==> src/rtl/serial_m_of_n_checker_sat_counter.sv <==
// Saturating up-counter with enable and asynchronous active-low clear.
module sat_counter #(
   parameter int W = 8
) (
   input  logic         clk,
   input  logic         reset_l,
   input  logic         en,
   output logic [W-1:0] count
);

   logic [W-1:0] count_reg;

   // Count enabled events, sticking at the all-ones value
   always_ff @(posedge clk or negedge reset_l) begin
      if (!reset_l) begin
         count_reg <= '0;
      end else if (en && (count_reg != {W{1'b1}})) begin
         count_reg <= count_reg + 1'b1;
      end
   end

   assign count = count_reg;

endmodule

==> config.mk <==
export PLATFORM = sky130hd
export DESIGN_NAME = sat_counter
export DESIGN_NICKNAME = d
export VERILOG_FILES = /design/src/rtl/serial_m_of_n_checker_sat_counter.sv
export SDC_FILE = /design/constraint.sdc
export NUM_CORES = 1
export LEC_CHECK = 0
export ABC_AREA = 1
export BUFFER_PORTS_ARGS = -buffer_cell sky130_fd_sc_hd__buf_4
export CAP_MARGIN = 20
export CELL_PAD_IN_SITES_DETAIL_PLACEMENT = 1
export CELL_PAD_IN_SITES_GLOBAL_PLACEMENT = 2
export CORE_UTILIZATION = 27
export DETAILED_ROUTE_END_ITERATION = 10
export HOLD_SLACK_MARGIN = 0.03
export PLACE_DENSITY_LB_ADDON = 0.1
export SYNTH_ARGS = -nofsm -noshare
export SYNTH_HDL_FRONTEND = slang
export SYNTH_SLANG_ARGS = --single-unit
==> constraint.sdc <==
create_clock -name clk -period 1.4 [get_ports clk]
set_input_delay 0.28 -clock clk [delete_from_list [all_inputs] [get_ports clk]]
set_output_delay 0.28 -clock clk [all_outputs]
set_load 0.01 [all_outputs]
==> flow_metrics.py <==
metrics = {
    "clock_network": {
        "tritoncts_clock_tree": "yes",
        "post_cts.repair.setup_buffers": 0,
        "clock_tree.htree_level_count": 1,
        "clkSlewWorstSetupHoldPaths_ns": 0.06,
        "clockBufferDepth": 2,
        "cts_repair_resized_insts": 0,
        "holdBufCountCts": 1,
        "numClockSinks": 8,
        "clock_latency_on_the_worst_skew_pair_ns": 0.25,
        "cts_root_buf": "clkbuf_4",
        "tritoncts.num_buffers": 3,
    },
    "power_and_ir_drop": {
        "p_sw_share_pct": 39.32,
        "power.ir.vdd_worst_uv": 673.9,
        "p_int_mw": 0.5681,
        "pwr_cell_area_nw_per_um2": 1490,
        "power_leakage_nw": 0.3145,
        "net-switching-power_mw": 0.3681,
        "fin_total_pwr_mw": 0.9362,
        "clock_network_power_share_pct": 19.3,
        "sequentialPowerShare_pct": 42.8,
        "combinational_share_of_power_pct": 37.9,
    },
    "place": {
        "hpwlAfterDp_um": 866.5,
        "io_buffers": 10,
        "numPlacedInstances": 98,
        "dp_worst_setup_slack_ns": 0.1259,
        "detailed_place.area_um2": 595.6,
        "gp_congestion": 0.7081,
    },
    "drt": {
        "routed_wl_mm": 1.117,
        "first_iter_violations": 5,
        "viasPerCell": 4.235,
        "vias": 432,
        "routedWlPerCell_um": 10.95,
        "drc": 0,
        "firstDrtPassIters": 2,
        "detail-route-antenna-nets": 0,
    },
    "logic_synthesis": {
        "synth_edf_count": 0,
        "ys.flop_type": "dfrtp_1",
        "syn-mean-instance-area_um2": 7.666,
        "post_synth_most_frequent_cells": "27 x nand2_1, 8 x dfrtp_1, 6 x nor2_1",
        "synth_async_sr_flop_share_pct": 100.0,
        "seq_area_frac_synth_pct": 41.45,
        "post-synth-top-area-cell": "dfrtp_1",
        "synthDistinctLibCells": 18,
        "synth.area.top_cells": "dfrtp_1 41%, nand2_1 21%, nor2_1 4.7%, nor2_4 4.7%, nand2_8 4.1%",
        "syn_inst": 63,
        "synth_top_area_share_pct": 41.45,
        "synth_most_common_cell": "nand2_1",
        "post_synth_instance_area_um2": 483.0,
        "ys.warnings.count": 0,
        "ys_ff_latch": 8,
        "syn_nets": 67,
    },
    "finish": {
        "filler_cell_count": 199,
        "final_nets": 84,
        "final_design_area_no_fill_um2": 628.1,
        "drive_above_1_share_pct": 26.92,
        "largest_register_ff_count": 8,
        "postLayoutCoreUtil_pct": 39.40,
        "areaGrowthSynthToFinish_pct": 30.05,
        "post_layout_nonfiller_instances": 102,
        "antenna_cells": 0,
    },
    "timing": {
        "finalWorstPathRequiredPeriod_ns": 1.276,
        "hold_ws_ns": 0.3671,
        "max_frequency_mhz": 784.0,
        "hold_viol": 0,
        "crit_share_post_route_pct": 91.11,
        "worst_slew_pin_slew_ns": 0.2267,
        "final-setup-viol-count": 0,
        "skew_ns": 0.001068,
        "final-max-slew-violation-count": 0,
        "layout_setup_ws_ns": 0.1245,
        "setup-tns-final_ns": 0,
        "maxSlewHeadroom_pct": 84.88,
        "grt_setup_unrepaired": "no",
    },
    "setup_path": {
        "cp_common_cell": "nand2_1",
        "worst_ep_arrival_time_ns": 1.42,
        "timing.setup.critical_path_class": "reg2reg",
        "critPathRequiredTime_ns": 1.55,
        "critPathCaptureType": "flop",
        "crit_chain": "ha_1, inv_1, nor2_4, nand2_4, nand2_8, inv_4, nand2_1, nand2_1",
        "path_max_fanout": 7,
        "ff2ff_setup_slack_ns": 0.12,
        "slowest_stage": "dfrtp_1",
        "startpoint_type": "flop",
        "worst_r2r_path_depth": 8,
        "crit_path_largest_cell_delay_ns": 0.39,
    },
    "grt": {
        "grt_pass1_vias": 429,
        "global_route.usage.total_pct": 14.14,
        "grt_pass1_wl_mm": 1.911,
        "grt_overflow_total": 0,
        "largest_net_degree_at_the_start_of_global_routing": 9,
        "grt_antenna_before_repair": 0,
    },
    "floorplan": {
        "ioPinCount": 11,
        "die_area_um2": 1962,
        "dieHeight_um": 44.30,
        "die_w_um": 44.30,
        "initial_core_util_pct": 30.30,
        "core.rowCount": 14,
        "floorplan.core_area_um2": 1594,
    },
    "run": {
        "cap_violations": 0,
    },
    "min_path": {
        "hold_class": "in2reg",
        "holdPathStages": 4,
    },
    "run_status": {
        "run_status": "finished, final reports clean",
    },
}
[cells in the final DEF, fill, tap and decap left out, types with 2 or more instances in the layout]
master    instances
buf_4            11
clkbuf_4          3
dfrtp_1           8
inv_1             5
nand2_1          27
nand3_1           3
nor2_1            6
nor2_4            2
[area by class of cell]
class	instances	area, µm²	area share, %
Clock buffer	3	22.52	3.586
Inverter	6	25.02	3.984
Multi-Input combinational cell	49	257.7	41.04
Sequential cell	8	200.2	31.87
Tap cell	24	30.03	4.781
Timing Repair Buffer	12	92.59	14.74
[power groups by stage]
| stage | Sequential (mW) | Combinational, mW | Clock [mW] |
|---|---|---|---|
| floorplan | 0.420 | 0.169 | 0 |
| global placement | 0.402 | 0.361 | 0 |
| detailed placement | 0.404 | 0.357 | 0 |
| CTS | 0.401 | 0.362 | 0.193 |
| global route | 0.415 | 0.401 | 0.206 |
| finish | 0.401 | 0.355 | 0.181 |
[critical path, delay by kind of cell (launching register included)]
| family | cells | cell delay [ns] |
|---|---|---|
| AND/OR/NAND/NOR | 5 | 0.43 |
| flip-flops | 1 | 0.39 |
| adder cells (fa/ha/maj) | 1 | 0.22 |
| buffers and inverters | 2 | 0.13 |
[layer usage]
layer / part of all wire, % / global-route usage (%) / wire [µm] / up-vias
met4: 0 / 5.455 / 0 / 0
met3: 3.8 / 4.898 / 42 / 0
met1: 48 / 17.42 / 535 / 200
li1: - / - / - / 223
met5: 0 / 0 / 0 / -
met2: 48 / 22.65 / 538 / 9
[kinds of logic after synthesis]
| logic type | after synthesis | share of synthesized area, % |
|---|---|---|
| flip-flops | 8 | 41.45 |
| AND/OR/NAND/NOR | 44 | 45.08 |
| AO/OA/AOI/OAI | 2 | 2.071 |
| XOR/XNOR | 2 | 3.628 |
| adder cells (fa/ha/maj) | 1 | 2.590 |
| buffers and inverters | 6 | 5.183 |
[final timing paths]
check                                     startpoint                   end
worst min-delay path                              en  count[0]$_DFFE_PN0P_
worst min register to register  count[1]$_DFFE_PN0P_  count[1]$_DFFE_PN0P_
worst max register to register  count[1]$_DFFE_PN0P_  count[5]$_DFFE_PN0P_
max in group asynchronous                    reset_l  count[4]$_DFFE_PN0P_
worst max-delay path            count[1]$_DFFE_PN0P_  count[5]$_DFFE_PN0P_
min in group asynchronous                    reset_l  count[2]$_DFFE_PN0P_
Power figures use the tool's default switching activity.
